--- config.mk ---
export PLATFORM = sky130hd
export DESIGN_NAME = budget_regulated_scheduler
export DESIGN_NICKNAME = d
export VERILOG_FILES = /design/src/rtl/memoredf_pkg.sv /design/src/rtl/budget_window.sv /design/src/rtl/budget_regulated_scheduler.sv
export SDC_FILE = /design/constraint.sdc
export NUM_CORES = 1
export LEC_CHECK = 0
export ABC_CLOCK_PERIOD_IN_PS = 27200
export BUFFER_PORTS_ARGS = -buffer_cell sky130_fd_sc_hd__clkbuf_2
export CORE_MARGIN = 10
export CORE_UTILIZATION = 41
export CTS_BUF_LIST = sky130_fd_sc_hd__clkbuf_8
export CTS_CLUSTER_DIAMETER = 150
export DETAILED_ROUTE_END_ITERATION = 10
export SYNTH_ARGS = -nofsm -noshare
export SYNTH_HDL_FRONTEND = slang
export SYNTH_SLANG_ARGS = --single-unit
--- constraint.sdc ---
create_clock -name clock -period 27.2 [get_ports clock]
set_input_delay 5.44 -clock clock [delete_from_list [all_inputs] [get_ports clock]]
set_output_delay 5.44 -clock clock [all_outputs]
set_load 0.1 [all_outputs]
--- src/rtl/memoredf_pkg.sv ---
// Shared types and default sizes for the budget-regulated scheduler.
// Holds the FSM state encoding, the default queue count and the register word type.
// No logic; imported by the window and top-level modules.
package memoredf_pkg;

  localparam int NQ_DEF    = 4;
  localparam int REG_W_DEF = 32;
  localparam int QID_W     = $clog2(NQ_DEF);

  typedef logic [REG_W_DEF-1:0] reg_word_t;

  typedef enum logic [1:0] {
    IDLE   = 2'd0,
    GRANT  = 2'd1,
    SETTLE = 2'd2
  } sched_state_t;

endpackage

--- src/rtl/budget_window.sv ---
// Per-queue refill window: counts the period, tracks the packets left in the window.
// Latency: has_budget reflects registered state; throttled is registered from next state.
// No backpressure: pop is a 1-cycle pulse and is applied on the edge it is seen.
module budget_window
  import memoredf_pkg::*;
#(
  parameter int REGISTER_SIZE = REG_W_DEF
) (
  input  logic                     clock,
  input  logic                     reset,
  input  logic [REGISTER_SIZE-1:0] budget,
  input  logic [REGISTER_SIZE-1:0] period,
  input  logic                     pop,
  output logic                     has_budget,
  output logic                     throttled
);

  localparam logic [REGISTER_SIZE-1:0] ONE = {{(REGISTER_SIZE-1){1'b0}}, 1'b1};

  logic [REGISTER_SIZE-1:0] r_cnt;
  logic [REGISTER_SIZE-1:0] r_remaining;
  logic                     r_throttled;

  logic                     w_unregulated;
  logic                     w_replenish;
  logic                     w_wrap;
  logic [REGISTER_SIZE-1:0] w_base;
  logic [REGISTER_SIZE-1:0] w_remaining_nxt;
  logic [REGISTER_SIZE-1:0] w_cnt_nxt;

  // period 0 means unregulated: the counter is pinned at 0 and the queue is never limited.
  // The compare uses >= so that a period shrunk below the running count wraps at once
  // instead of running around the whole counter range.
  assign w_unregulated = (period == '0);
  assign w_replenish   = (r_cnt == '0);
  assign w_wrap        = w_unregulated || (r_cnt >= (period - ONE));
  assign w_cnt_nxt     = w_wrap ? '0 : (r_cnt + ONE);

  // A pop that coincides with a replenish is charged against the freshly loaded budget.
  assign w_base          = w_replenish ? budget : r_remaining;
  assign w_remaining_nxt = (pop && (w_base != '0)) ? (w_base - ONE) : w_base;

  assign has_budget = w_unregulated || (r_remaining != '0);
  assign throttled  = r_throttled;

  // Window counter, remaining budget and throttled flag.
  always_ff @(posedge clock or posedge reset) begin
    if (reset) begin
      r_cnt       <= '0;
      r_remaining <= '0;
      r_throttled <= 1'b0;
    end else begin
      r_cnt       <= w_cnt_nxt;
      r_remaining <= w_remaining_nxt;
      r_throttled <= !w_unregulated && (w_remaining_nxt == '0);
    end
  end

endmodule

--- src/rtl/budget_regulated_scheduler.sv ---
// Round-robin grant over non-empty queues with budget left; drives selector id and serializer enable.
// Latency: enable rises 1 cycle after eligibility; 3 cycles minimum per packet (IDLE, GRANT, SETTLE).
// Backpressure: a grant is held indefinitely until consumed; budget is only checked at grant time.
module budget_regulated_scheduler
  import memoredf_pkg::*;
#(
  parameter int NUMBER_OF_QUEUES = NQ_DEF,
  parameter int REGISTER_SIZE    = REG_W_DEF
) (
  input  logic                                             clock,
  input  logic                                             reset,
  input  logic [NUMBER_OF_QUEUES-1:0]                      empty,
  input  logic [NUMBER_OF_QUEUES-1:0][REGISTER_SIZE-1:0]   budgets,
  input  logic [NUMBER_OF_QUEUES-1:0][REGISTER_SIZE-1:0]   periods,
  input  logic                                             consumed,
  output logic [$clog2(NUMBER_OF_QUEUES)-1:0]              id,
  output logic                                             enable,
  output logic [NUMBER_OF_QUEUES-1:0]                      hasBeenConsumed,
  output logic [NUMBER_OF_QUEUES-1:0]                      throttled
);

  localparam int ID_W = $clog2(NUMBER_OF_QUEUES);

  sched_state_t                r_state;
  sched_state_t                w_state_nxt;
  logic [ID_W-1:0]             r_id;
  logic [ID_W-1:0]             w_id_nxt;
  logic [ID_W-1:0]             r_last;
  logic [ID_W-1:0]             w_last_nxt;
  logic                        r_enable;
  logic                        w_enable_nxt;
  logic [NUMBER_OF_QUEUES-1:0] r_pop;
  logic [NUMBER_OF_QUEUES-1:0] w_pop_nxt;

  logic [NUMBER_OF_QUEUES-1:0] w_has_budget;
  logic [NUMBER_OF_QUEUES-1:0] w_elig;
  logic [ID_W-1:0]             w_cand;
  logic [ID_W-1:0]             w_pick;
  logic                        w_pick_vld;

  for (genvar g = 0; g < NUMBER_OF_QUEUES; g++) begin : g_win
    budget_window #(
      .REGISTER_SIZE(REGISTER_SIZE)
    ) u_win (
      .clock     (clock),
      .reset     (reset),
      .budget    (budgets[g]),
      .period    (periods[g]),
      .pop       (r_pop[g]),
      .has_budget(w_has_budget[g]),
      .throttled (throttled[g])
    );
  end

  assign w_elig = ~empty & w_has_budget;

  // Round-robin pick: first eligible queue strictly after the last grant, wrapping mod NQ.
  // The queue count is a power of two, so the ID_W-bit add wraps on its own.
  always_comb begin
    w_cand     = r_last;
    w_pick     = r_last;
    w_pick_vld = 1'b0;
    for (int k = 1; k <= NUMBER_OF_QUEUES; k++) begin
      w_cand = r_last + k[ID_W-1:0];
      if (!w_pick_vld && w_elig[w_cand]) begin
        w_pick     = w_cand;
        w_pick_vld = 1'b1;
      end
    end
  end

  // Next-state and registered-output logic for the grant FSM.
  always_comb begin
    w_state_nxt  = r_state;
    w_id_nxt     = r_id;
    w_last_nxt   = r_last;
    w_enable_nxt = r_enable;
    w_pop_nxt    = r_pop;
    case (r_state)
      IDLE: begin
        w_enable_nxt = 1'b0;
        w_pop_nxt    = '0;
        if (w_pick_vld) begin
          w_id_nxt     = w_pick;
          w_last_nxt   = w_pick;
          w_enable_nxt = 1'b1;
          w_state_nxt  = GRANT;
        end
      end
      GRANT: begin
        if (consumed) begin
          w_enable_nxt    = 1'b0;
          w_pop_nxt       = '0;
          w_pop_nxt[r_id] = 1'b1;
          w_state_nxt     = SETTLE;
        end
      end
      SETTLE: begin
        // Idle cycle so empty flags and remaining budgets reflect the pop before the next pick.
        w_pop_nxt   = '0;
        w_state_nxt = IDLE;
      end
      default: begin
        w_enable_nxt = 1'b0;
        w_pop_nxt    = '0;
        w_state_nxt  = IDLE;
      end
    endcase
  end

  // FSM state and output registers; reset drops any open grant without a pop.
  always_ff @(posedge clock or posedge reset) begin
    if (reset) begin
      r_state  <= IDLE;
      r_id     <= '0;
      r_last   <= ID_W'(NUMBER_OF_QUEUES - 1);
      r_enable <= 1'b0;
      r_pop    <= '0;
    end else begin
      r_state  <= w_state_nxt;
      r_id     <= w_id_nxt;
      r_last   <= w_last_nxt;
      r_enable <= w_enable_nxt;
      r_pop    <= w_pop_nxt;
    end
  end

  assign id              = r_id;
  assign enable          = r_enable;
  assign hasBeenConsumed = r_pop;

endmodule

### Yosys cells after proc, flatten, opt, wreduce, memory -nomap -nowiden

Cells that the tools add are included.

* flip-flop bits (word level): 271
* input port bits: 263
* logic and storage cells: 138

* add/subtract/negate cells: 15
* $lt $le $gt $ge: 10
* equal/unequal tests: 4
* bitwise gates (word level): 3
* reductions and logical operators: 51
* multiplexer cells: 38

Operator list (count)
* 32-bit zero test: 12
* 32-bit 2-to-1 mux: 12
* 32-bit nonzero test: 8
* 32-bit by 1-bit subtractor with 32-bit output (second input constant): 8
* 32-bit by 1-bit adder with 32-bit output (second input constant): 4
* 32-bit greater-or-equal comparator: 4
* 2-bit by 3-bit < comparator with 1-bit output (second input constant): 5
* 1-bit logical AND: 12
* 2-bit 2-to-1 mux: 6
* 1-bit 2-to-1 mux: 11
* 1-bit binary-select mux with 2-bit select: 4
* 1-bit logical OR: 8
* 4-bit 2-to-1 mux: 2
* 1-bit zero test: 7
* 2-bit AND reduction: 3
* 2-bit adder (second input constant): 2
* 4-bit bitwise AND: 1
* 2-bit != test (second input constant): 2
* 4-bit inverter: 1
* 2-bit case mux with 2 select lines: 1
* 1-bit case mux with 3 select lines: 1
* 2-bit by 1-bit adder with 2-bit output (second input constant): 1
* 1-bit demux with 2-bit select: 1
* 2-bit by 1-bit == test with 1-bit output (second input constant): 1
* other kinds (4): 4

### Depth between registers and ports, before layout

* depth in word-level cells: 17
* depth in mapped cells: 20
* gate-level depth less buffers: 19

### Hierarchy

A second synthesis with hierarchy kept.

* cells, all modules: 2854
* area total of the unflattened synthesis: 24429.7 um^2

Modules (own cells, without submodules)
* budget_window at g_win[1].u_win ...: area an instance 6000.8 um^2, cells an instance 707, instances 2
* budget_window at g_win[0].u_win: area an instance 6020.8 um^2, cells an instance 692, instances 1
* budget_window at g_win[3].u_win: area an instance 5821.8 um^2, cells an instance 688, instances 1
* budget_regulated_scheduler: area an instance 585.6 um^2, cells an instance 60, instances 1

### Worst setup path before layout

Ideal clock, no wire load.

* path kind: input port to flip-flop
* from: input port periods[66] (netlist bit)
* to: register g_win[2].u_win.r_cnt[10]
* required time: 27.128 ns
* stages on the path: 20
* setup slack: 17.539 ns
* data arrival time: 9.589 ns
* cells stage by stage: or4_1 > nor3_1 > nand2_1 > or3_1 > nor4_1 > nand2_1 > nor2_1 > xnor2_1 > ha_1 > a21o_1 > a21o_1 > a21o_1 > a21oi_1 > nor2b_1 > o21ai_0 > nand2b_1 > a221oi_1 > nand2_1 > clkbuf_1 > nor2_1

* longest elaborated chain between the ends: 4
* elaborated cells on any way between the ends: 5
* classes of those cells: add/sub: 1; order compare: 1; mux: 1; reduce/logical: 2

Ends and longest elaborated chain
* start, declared: RTL line budget_regulated_scheduler.sv:14 `input logic [NUMBER_OF_QUEUES-1:0][REGISTER_SIZE-1:0] periods,`
* 32-bit by 1-bit subtractor with 32-bit output: RTL line budget_window.sv:36 `assign w_wrap = w_unregulated || (r_cnt >= (period - ONE));`
* 32-bit greater-or-equal comparator: RTL line budget_window.sv:36
* 1-bit logical OR (*): RTL line budget_window.sv:36
* 32-bit 2-to-1 mux (*): RTL line budget_window.sv:37 `assign w_cnt_nxt = w_wrap ? '0 : (r_cnt + ONE);`
* via g_win[2].u_win.w_cnt_nxt[10]: RTL line budget_window.sv:29 `logic [REGISTER_SIZE-1:0] w_cnt_nxt;`
* end signal, assigned: RTL line budget_window.sv:53 `r_cnt <= w_cnt_nxt;`
* end, declared: RTL line budget_window.sv:20 `logic [REGISTER_SIZE-1:0] r_cnt;`

The timed path passes the listed nets; every way through them passes the cells marked *.
A chain may end at the register's enable or synchronous reset.

### Worst setup path after layout

* from: input port periods[66] (netlist bit)
* to: register g_win[2].u_win.r_cnt[8]

The elaborated chain is that of the path after synthesis.

==> impl_metrics.csv <==
group,metric,value,unit
sta,tns,0,ps
worst_setup_path,critPathKind,"in2reg",
power,finalPower,1.37,mW
sta,rsz0062_at_grt,"no",
worst_setup_path,arrival,10840,ps
floorplan,start_util,41.5,%
logic_synthesis,synth_nets,3074,
detailed_routing,drt_drc_violations_left,0,
clock_network,clk_path_buf_depth,3,
global_route,antenna_found_initial,2,
clock_network,cts_max_level,2,
sta,setup_viol,0,
logic_synthesis,synth_cells,2659,
detailed_routing,wl,71200,um
detailed_routing,wl_per_cell,19.1,um
floorplan,die_w,256,um
global_route,grt_pass1_vias,21485,
global_route,grt_util_all_layers,21.0,%
cells_and_area,layout-drive-gt1-share,14.7,%
sta,drv_slew,0,
logic_synthesis,yosysUniqueCellTypes,86,
sta,post-route-period-util,38.0,%
detailed_routing,ant_nets,0,
worst_hold_path,hp-class,"reg2reg",
power,peakVddDrop,0.0351,mV
logic_synthesis,yosysSeqAreaShare,29.6,%
floorplan,io_pins,274,
logic_synthesis,synth_commonest_cells,"nor2_1 (337), dfrtp_1 (269), xnor2_1 (211), xor2_1 (206), nand2_1 (180)",
sta,finalCriticalPeriod,10320,ps
clock_network,clk_pin_slew,60,ps
clock_network,ctsHoldBuffers,0,
placed_design,portBuffers,273,
global_route,grt_pass1_wl,115000,um
sta,hold_viol_final,0,
power,leakage,10.7,nW
logic_synthesis,yosys.area.top_type,"dfrtp_1",
logic_synthesis,synth_flop_cell,"dfrtp_1",
placed_design,gp_congestion,0.944,
worst_setup_path,r2r_slack,20760,ps
logic_synthesis,synth_edf_count,0,
sta,tightest_slew,1280,ps
floorplan,die_y,256,um
logic_synthesis,async_flop_share,100,%
detailed_routing,dr.first_iter.drc_count,1445,
logic_synthesis,synthTopCellsByArea,"dfrtp_1 (29%), ha_1 (8.3%), xnor2_1 (8.1%), xor2_1 (7.9%), nor2_1 (5.5%)",
sta,slew_headroom,14.6,%
floorplan,placementRows,86,
logic_synthesis,syn_area,0.0229,mm^2
clock_network,cts_sinks,271,
clock_network,clockRootBuffer,"clkbuf_8",
sta,timing.fmax,0.0969,GHz
floorplan,die_area,0.0657,mm^2
logic_synthesis,syn_avg_cell_area,8.62,um^2
clock_network,cts_resized,0,
cells_and_area,final_net_count,3351,
floorplan,core,0.0552,mm^2
outcome,status,"finished clean",
clock_network,cts_setup_buffers,0,
global_route,grt_max_degree,160,
cells_and_area,area_growth,14.6,%
logic_synthesis,synth_top_area_share,29.4,%
logic_synthesis,yosys_register_bits,271,
detailed_routing,routed_via_density,5.69,
worst_setup_path,crit_fanout,31,
logic_synthesis,yosys.cell_count.top_type,"nor2_1",
placed_design,dp_hpwl,55400,um
clock_network,cts_buffers,55,
power,power_density,52.1,mW/mm^2
detailed_routing,dr.pass1.iters,5,
logic_synthesis,synth_warnings,0,
worst_setup_path,crit_path_end_kind,"register",
sta,fin_skew,39.9,ps
worst_setup_path,worstPathRequired,27710,ps
clock_network,cts_tree,"built",
detailed_routing,num_vias,21213,
worst_setup_path,start_kind,"input port",
job,drv_cap,0,
clock_network,clock_latency,640,ps
global_route,grt-ovfl-total,0,
==> critical path, cell delays in order <==
cell,delay (ps)
clkbuf_2,110
or4_1,560
nor3_1,400
nand2_1,180
or3_1,370
nor4_1,780
nand2_1,210
nor2_1,170
xnor2_1,150
ha_1,270
a21o_1,180
a21o_1,170
a21o_1,170
a21oi_1,130
nor2b_1,50
o21ai_0,150
nand2b_1,80
a221oi_1,280
nand2_1,660
nor2_1,300
==> cell usage in the layout, fill, tap and decap left out, drive strengths merged, types with 25 or more instances in the layout <==
master / n
a21o: 47
xor2: 206
nor2b: 32
nor2: 337
ha: 152
clkbuf: 349
mux2i: 114
a21oi: 79
xnor2: 211
nand3: 99
nand2b: 25
or4: 43
nor3: 151
nand2: 180
nor4: 149
or3: 67
inv: 58
dfrtp: 269
nand4: 61
and3: 42
o21ai: 54
==> per-stage QoR <==
| step | area, um^2 | cells | utilization, % | hold WS [ps] | worst slack [ps] |
|---|---|---|---|---|---|
| 4_1_cts | 26200 | 3727 | 47.5 | 491 | 16970 |
| 5_1_grt | 26200 | 3728 | 47.5 | 529 | 16250 |
| 3_5_place_dp | 25100 | 3627 | 45.5 | 482 | 16280 |
| 3_3_place_gp | 25100 | 3627 | 45.5 | 476 | 16470 |
| 2_1_floorplan | 22900 | 2659 | - | 455 | 14300 |
| 6_report | 26200 | 3729 | 47.5 | 492 | 16880 |
==> registers in the layout, summed over array words and instances (netlist names) <==
name / count
id: 2
enable: 1
g_win.u_win.r_cnt: 128
g_win.u_win.r_remaining: 128
r_state: 2
g_win.u_win.throttled: 4
hasBeenConsumed: 4
r_last: 2
==> cell type report <==
| class | instances | area (um^2) |
|---|---|---|
| fill | 5320 | 29000 |
| multi-input combinational | 2282 | 15700 |
| sequential | 271 | 6780 |
| timing repair buffer | 284 | 1460 |
| clock buffer | 76 | 1050 |
| tap | 748 | 936 |
| inverter | 42 | 165 |
| clock inverter | 24 | 103 |
| antenna | 2 | 5.00 |
==> layer usage <==
metal	part of all wire, %	vias up	GRT usage [%]
met4	2.8	2	7.53
met3	4.9	134	3.07
met5	0.017	-	0
met1	46	10223	28.3
li1	-	10263	-
met2	46	591	33.8
==> kinds of logic after synthesis <==
family | after synthesis | synth area share (%)
muxes | 121 | 5.32
DFF | 271 | 29.6
AOI/OAI and AO/OA | 286 | 8.43
adders and majority gates | 152 | 8.30
buffers and inverters | 106 | 1.92
and+or+nand+nor | 1306 | 30.5
xor gates and xnor gates | 417 | 15.9
==> worst paths after layout <==
| path | start | end | depth (start not counted) |
|---|---|---|---|
| setup / recovery | periods[66] | g_win[2].u_win.r_cnt[8] | 20 |
| hold / removal | g_win[3].u_win.r_cnt[0] | g_win[3].u_win.r_cnt[0] | 1 |
| setup reg to reg | g_win[2].u_win.r_cnt[0] | g_win[2].u_win.throttled | 17 |
| hold reg to reg | g_win[3].u_win.r_cnt[0] | g_win[3].u_win.r_cnt[0] | 1 |
| max in group asynchronous | reset | g_win[3].u_win.r_cnt[10] | 3 |
| min in group asynchronous | reset | g_win[0].u_win.r_remaining[13] | 2 |
==> power breakdown <==
part,switching [mW],internal (mW)
clock network,0.195,0.246
logic,0.234,0.151
registers,0.0781,0.463
Note: power is estimated with default switching activity, not from simulation.
